[src/rtl/bin2bcd_pkg.sv]
// -----------------------------------------------------------------------------
// bin2bcd_pkg
// Shared types and constants for the sequential double-dabble converter.
//   state_e      : converter FSM states (IDLE, SHIFT)
//   DIGIT_W      : bits per BCD digit
//   ADJ_THRESH   : digit value at which the +3 pre-shift correction applies
//   ADJ_ADD      : correction amount
//   min_digits() : decimal digits needed to hold any unsigned width-bit value
// -----------------------------------------------------------------------------
package bin2bcd_pkg;

  typedef enum logic [0:0] {
    IDLE  = 1'b0,
    SHIFT = 1'b1
  } state_e;

  localparam int DIGIT_W    = 4;
  localparam int ADJ_THRESH = 5;
  localparam int ADJ_ADD    = 3;

  // Digits of (2^width - 1) = floor(width * log10(2)) + 1; 2^width is never
  // a power of ten, so the floor form is exact for any practical width.
  function automatic int min_digits(input int width);
    return (width * 30103) / 100000 + 1;
  endfunction

endpackage

[src/rtl/bcd_digit_adj.sv]
// -----------------------------------------------------------------------------
// bcd_digit_adj
// Combinational double-dabble correction cell for one BCD digit: a digit of
// 5 or more gets +3 so that the following left shift carries correctly into
// the next decimal digit. 4-bit result, no carry out.
//   digit_i : scratch digit before correction
//   digit_o : corrected digit
// -----------------------------------------------------------------------------
module bcd_digit_adj
  import bin2bcd_pkg::*;
(
  input  logic [DIGIT_W-1:0] digit_i,
  output logic [DIGIT_W-1:0] digit_o
);

  assign digit_o = (digit_i >= DIGIT_W'(ADJ_THRESH)) ? (digit_i + DIGIT_W'(ADJ_ADD))
                                                     : digit_i;

endmodule

[src/rtl/bin2bcd_seq.sv]
// -----------------------------------------------------------------------------
// bin2bcd_seq
// Sequential binary-to-BCD converter (shift-and-add-3). One operand bit is
// consumed per cycle, so a conversion takes exactly WIDTH cycles.
// Optional feature macro: BIN2BCD_SIGNED_EN (two's complement input, adds neg).
//   clk    : clock, rising edge
//   rst_n  : asynchronous active-low reset
//   start  : conversion request, sampled only in IDLE
//   bin    : operand, sampled on the accepting edge
//   busy   : conversion in progress
//   done   : one-cycle pulse when bcd/ovf(/neg) are written
//   bcd    : packed BCD result, units digit in [3:0]
//   ovf    : result exceeded DIGITS digits (bcd then holds value mod 10^DIGITS)
//   neg    : sign of the result (BIN2BCD_SIGNED_EN only)
// -----------------------------------------------------------------------------
module bin2bcd_seq
  import bin2bcd_pkg::*;
#(
  parameter int WIDTH  = 8,
  parameter int DIGITS = 3
) (
  input  logic                    clk,
  input  logic                    rst_n,
  input  logic                    start,
  input  logic [WIDTH-1:0]        bin,
  output logic                    busy,
  output logic                    done,
  output logic [DIGIT_W*DIGITS-1:0] bcd,
  output logic                    ovf
`ifdef BIN2BCD_SIGNED_EN
  ,
  output logic                    neg
`endif
);

  localparam int CNT_W = $clog2(WIDTH + 1);
  localparam int BCD_W = DIGIT_W * DIGITS;

  state_e             state_q,  state_d;
  logic [CNT_W-1:0]   cnt_q,    cnt_d;
  logic [WIDTH-1:0]   sr_q,     sr_d;
  logic [BCD_W-1:0]   scr_q,    scr_d;
  logic               sticky_q, sticky_d;
  logic               busy_q,   busy_d;
  logic               done_q,   done_d;
  logic [BCD_W-1:0]   bcd_q,    bcd_d;
  logic               ovf_q,    ovf_d;
`ifdef BIN2BCD_SIGNED_EN
  logic               sign_q,   sign_d;
  logic               neg_q,    neg_d;
`endif

  logic [BCD_W-1:0]   scr_adj;
  logic [BCD_W-1:0]   scr_shift;
  logic [WIDTH-1:0]   sr_shift;
  logic               shift_out;
  logic [WIDTH-1:0]   load_val;

  generate
    for (genvar gi = 0; gi < DIGITS; gi++) begin : g_adj
      bcd_digit_adj u_adj (
        .digit_i (scr_q[gi*DIGIT_W +: DIGIT_W]),
        .digit_o (scr_adj[gi*DIGIT_W +: DIGIT_W])
      );
    end
  endgenerate

  // {scratch, operand} shifted left by one after correction; the top scratch
  // bit falls off and feeds the sticky overflow.
  assign shift_out = scr_adj[BCD_W-1];
  assign scr_shift = {scr_adj[BCD_W-2:0], sr_q[WIDTH-1]};
  assign sr_shift  = {sr_q[WIDTH-2:0], 1'b0};

`ifdef BIN2BCD_SIGNED_EN
  // Negating -2^(WIDTH-1) wraps to the same bit pattern, which read as
  // unsigned is exactly the wanted magnitude.
  assign load_val = bin[WIDTH-1] ? (~bin + WIDTH'(1)) : bin;
`else
  assign load_val = bin;
`endif

  always_comb begin
    state_d  = state_q;
    cnt_d    = cnt_q;
    sr_d     = sr_q;
    scr_d    = scr_q;
    sticky_d = sticky_q;
    busy_d   = busy_q;
    done_d   = 1'b0;
    bcd_d    = bcd_q;
    ovf_d    = ovf_q;
`ifdef BIN2BCD_SIGNED_EN
    sign_d   = sign_q;
    neg_d    = neg_q;
`endif
    case (state_q)
      IDLE: begin
        if (start) begin
          sr_d     = load_val;
          scr_d    = '0;
          sticky_d = 1'b0;
          cnt_d    = CNT_W'(WIDTH);
          busy_d   = 1'b1;
          state_d  = SHIFT;
`ifdef BIN2BCD_SIGNED_EN
          sign_d   = bin[WIDTH-1];
`endif
        end
      end
      SHIFT: begin
        sr_d     = sr_shift;
        scr_d    = scr_shift;
        sticky_d = sticky_q | shift_out;
        cnt_d    = cnt_q - CNT_W'(1);
        if (cnt_q == CNT_W'(1)) begin
          bcd_d   = scr_shift;
          ovf_d   = sticky_q | shift_out;
          done_d  = 1'b1;
          busy_d  = 1'b0;
          state_d = IDLE;
`ifdef BIN2BCD_SIGNED_EN
          neg_d   = sign_q;
`endif
        end
      end
      default: state_d = IDLE;
    endcase
  end

  always_ff @(posedge clk or negedge rst_n) begin
    if (!rst_n) begin
      state_q  <= IDLE;
      cnt_q    <= '0;
      sr_q     <= '0;
      scr_q    <= '0;
      sticky_q <= 1'b0;
      busy_q   <= 1'b0;
      done_q   <= 1'b0;
      bcd_q    <= '0;
      ovf_q    <= 1'b0;
`ifdef BIN2BCD_SIGNED_EN
      sign_q   <= 1'b0;
      neg_q    <= 1'b0;
`endif
    end else begin
      state_q  <= state_d;
      cnt_q    <= cnt_d;
      sr_q     <= sr_d;
      scr_q    <= scr_d;
      sticky_q <= sticky_d;
      busy_q   <= busy_d;
      done_q   <= done_d;
      bcd_q    <= bcd_d;
      ovf_q    <= ovf_d;
`ifdef BIN2BCD_SIGNED_EN
      sign_q   <= sign_d;
      neg_q    <= neg_d;
`endif
    end
  end

  assign busy = busy_q;
  assign done = done_q;
  assign bcd  = bcd_q;
  assign ovf  = ovf_q;
`ifdef BIN2BCD_SIGNED_EN
  assign neg  = neg_q;
`endif

endmodule

[config.mk]
export PLATFORM = sky130hd
export DESIGN_NAME = bin2bcd_seq
export DESIGN_NICKNAME = d
export VERILOG_FILES = /design/src/rtl/bin2bcd_pkg.sv /design/src/rtl/bcd_digit_adj.sv /design/src/rtl/bin2bcd_seq.sv
export SDC_FILE = /design/constraint.sdc
export NUM_CORES = 1
export LEC_CHECK = 0
export BUFFER_PORTS_ARGS = -buffer_cell sky130_fd_sc_hd__buf_4
export CAP_MARGIN = 20
export CELL_PAD_IN_SITES_DETAIL_PLACEMENT = 1
export CELL_PAD_IN_SITES_GLOBAL_PLACEMENT = 1
export CORE_MARGIN = 2
export CORE_UTILIZATION = 45
export DETAILED_ROUTE_END_ITERATION = 12
export HOLD_SLACK_MARGIN = 0.08
export PLACE_DENSITY_LB_ADDON = 0.1
export SYNTH_ARGS = -nofsm -noshare
export SYNTH_HDL_FRONTEND = slang
export SYNTH_HIERARCHICAL = 1
export SYNTH_SLANG_ARGS = --single-unit
[constraint.sdc]
create_clock -name clk -period 2.15 [get_ports clk]
set_input_delay 0.43 -clock clk [delete_from_list [all_inputs] [get_ports clk]]
set_output_delay 0.43 -clock clk [all_outputs]
set_load 0.01 [all_outputs]
==> results.sh <==
export IMPL_numClockSinks=41
export IMPL_tns_ns=0
export IMPL_clockRootBuffer="clkbuf_8"
export IMPL_peakVddDrop_v=0.000723
export IMPL_critPathBufInv=2
export IMPL_wl_per_cell_um=15.7
export IMPL_p_leak_nw=1.13
export IMPL_netlist_instances=168
export IMPL_worst_pin_slew_ns=0.539
export IMPL_required_ns=2.33
export IMPL_portBuffers=25
export IMPL_reg2regPathDepth=5
export IMPL_switching_share_pct=36.1
export IMPL_cts_hold_buf=0
export IMPL_antenna_found_initial=0
export IMPL_ys_seq_area_share_pct=52.0
export IMPL_drt_initial_drc_count=64
export IMPL_clk_latency_ns=0.29
export IMPL_clockBufferDepth=2
export IMPL_cts_tree="done"
export IMPL_postRouteAntennaNets=0
export IMPL_core_area_um2=4290
export IMPL_die_area_um2=4930
export IMPL_wirelength_um=3930
export IMPL_reg2reg_slack_ns=0.43
export IMPL_start_util_pct=45.9
export IMPL_criticalPathCategory="reg -> reg"
export IMPL_status="finished clean"
export IMPL_area_delta_synth_final_pct=17.9
export IMPL_crit_slowest_cell="and4bb_1"
export IMPL_vias=1337
export IMPL_core_rowCount=24
export IMPL_period_share_pct=80.1
export IMPL_grt_usage_pct=17.9
export IMPL_grt_pass1_wl_um=6990
export IMPL_final_common_cell="dfrtp_1"
export IMPL_die_height_um=70.2
export IMPL_dieWidth_um=70.2
export IMPL_setup_worst_path_end_class="flip-flop"
export IMPL_grt_pass1_vias=1451
export IMPL_synth_avg_cell_area_um2=11.7
export IMPL_p_int_w=0.00241
export IMPL_path_max_fanout=7
export IMPL_max_freq_ghz=0.581
export IMPL_combPwrFrac_pct=45.5
export IMPL_clkPwrFrac_pct=17.1
export IMPL_synth_distinct_cells=29
export IMPL_finalHoldViolations=0
export IMPL_timing_rr_end="bcd[7]"
export IMPL_pwr_share_seq_pct=37.4
export IMPL_cp_cell_sequence="inv_1 -> ha_1 -> and4bb_1 -> buf_4 -> mux2_2"
export IMPL_post_cts_buffers=0
export IMPL_switchingPower_w=0.00136
export IMPL_finalCriticalPeriod_ns=1.72
export IMPL_rsz0062_at_grt="false"
export IMPL_cts_made_buffers=5
export IMPL_min_path_type="in -> async"
export IMPL_final_nets=216
export IMPL_drv_cap=0
export IMPL_viasPerCell=5.35
export IMPL_crit_family="simple AND/OR/NAND/NOR gates"
export IMPL_timing_rr_start="cnt_q[1]"
export IMPL_ys_ff_latch=41
export IMPL_clock_skew_ns=0.00764
export IMPL_dp_hpwl_um=2820
export IMPL_setup_viol=0
export IMPL_ios=26
export IMPL_synth_nets=187
export IMPL_pwr_density_cell_nw_per_um2=1620
export IMPL_htreeDepth=2
export IMPL_cts_resized=0
export IMPL_gr_total_overflow=0
export IMPL_grt_max_degree=42
export IMPL_dr_pass1_iters=4
export IMPL_drc=0
export IMPL_total_power_w=0.00377
export IMPL_antenna_diode_count=0
export IMPL_gp_congestion=0.755
export IMPL_most_common_layout_cells="41 x dfrtp_1, 30 x buf_4, 19 x nand2_1, 13 x a22o_1, 11 x mux2i_1"
export IMPL_cpPeakStageDelay_ns=0.41
export IMPL_cts_clk_slew_worst_paths_ns=0.08
export IMPL_slew_headroom_pct=64.0
export IMPL_drive_above_1_share_pct=28.3
export IMPL_arrival_ns=1.90
export IMPL_syn_cell_area_um2=1970
export IMPL_slew_violations=0
export IMPL_yosysWarnings=6
export IMPL_cp_start_kind="flip-flop"
## synthesized netlist by cell type
library cell | n | area [µm²]
or2_2 | 1 | 6.26
or4_1 | 1 | 7.51
nor3_1 | 1 | 5.00
a21o_1 | 1 | 7.51
dfrtp_1 | 41 | 1030
a31oi_1 | 1 | 6.26
o31ai_1 | 2 | 15.0
buf_6 | 1 | 11.3
nor2_1 | 6 | 22.5
buf_2 | 3 | 15.0
mux2_4 | 7 | 105
buf_12 | 1 | 20.0
a21oi_1 | 1 | 5.00
xnor2_1 | 3 | 26.3
clkbuf_1 | 1 | 3.75
nor3b_1 | 1 | 7.51
ha_1 | 8 | 100
a22o_1 | 13 | 114
mux2_2 | 7 | 78.8
mux2i_1 | 11 | 110
nand2_1 | 19 | 71.3
xor2_1 | 1 | 8.76
nand2b_1 | 8 | 50.1
a21oi_2 | 3 | 26.3
o21ai_0 | 10 | 50.1
and4bb_1 | 1 | 12.5
buf_1 | 2 | 7.51
o21ai_1 | 3 | 15.0
inv_1 | 10 | 37.5
## cell families (layout without fill, tap and decap cells)
| logic type | after synthesis | count (layout) | synth area share (%) |
|---|---|---|---|
| xor gates and xnor gates | 4 | 4 | 1.78 |
| buffers and inverters | 18 | 48 | 4.82 |
| adders and majority gates | 8 | 8 | 5.08 |
| and+or+nand+nor | 38 | 38 | 9.26 |
| DFF | 41 | 41 | 52.0 |
| muxes | 25 | 25 | 14.9 |
| AOI/OAI and AO/OA | 34 | 34 | 12.1 |
## power groups by stage
stage	clock, W	combinational [W]	sequential, W
after floorplan	0	0.00121	0.00140
after global placement	0	0.00164	0.00140
after detailed placement	0	0.00173	0.00142
after CTS	0.000662	0.00175	0.00141
after global routing	0.000697	0.00191	0.00146
final	0.000645	0.00171	0.00141
## sequential cells by signal (all words and copies together), names as in the netlist
signal	flops
bcd	12
scr_q	12
sr_q	8
cnt_q	4
busy	1
done	1
ovf	1
state_q	1
sticky_q	1
## layer usage
metal  share of wire [%]  up-vias  wire length, µm  global-route usage, %
li1                    -      635                -                      -
met1                  47      678             1840                   24.8
met2                  49       18             1920                   29.2
met3                 3.2        6              126                   3.46
met4                0.99        0               39                   4.49
met5                   0        -                0                      0
## how the worst max path moves through the flow
stage / startpoint / end / cells after the start
final: cnt_q[1] / bcd[7] / 5
after floorplan: scr_q[8] / ovf / 6
after global placement: cnt_q[1] / bcd[9] / 5
after global routing: cnt_q[1] / bcd[10] / 5
after detailed placement: cnt_q[1] / bcd[7] / 5
after CTS: cnt_q[1] / bcd[7] / 5
## per-stage QoR
| step | cells | setup slack, ns | hold slack [ns] | utilization [%] | cell area [µm²] |
|---|---|---|---|---|---|
| after floorplan | 168 | 0.614 | 0.134 | - | 1970 |
| after global placement | 242 | 0.500 | 0.436 | 51.3 | 2200 |
| after detailed placement | 242 | 0.415 | 0.449 | 51.3 | 2200 |
| after CTS | 250 | 0.402 | 0.134 | 54.1 | 2320 |
| after global routing | 250 | 0.326 | 0.145 | 54.1 | 2320 |
| final | 250 | 0.429 | 0.117 | 54.1 | 2320 |
## final cells by class
type                            instances  area, µm²
Fill cell                             452       1970
Clock buffer                            6       82.6
Timing Repair Buffer                   30        225
Inverter                               10       37.5
Sequential cell                        41       1030
Tap cell                               52       65.1
Multi-Input combinational cell        109        851
Clock inverter                          2       37.5
Note: power is estimated with default switching activity, not from simulation.
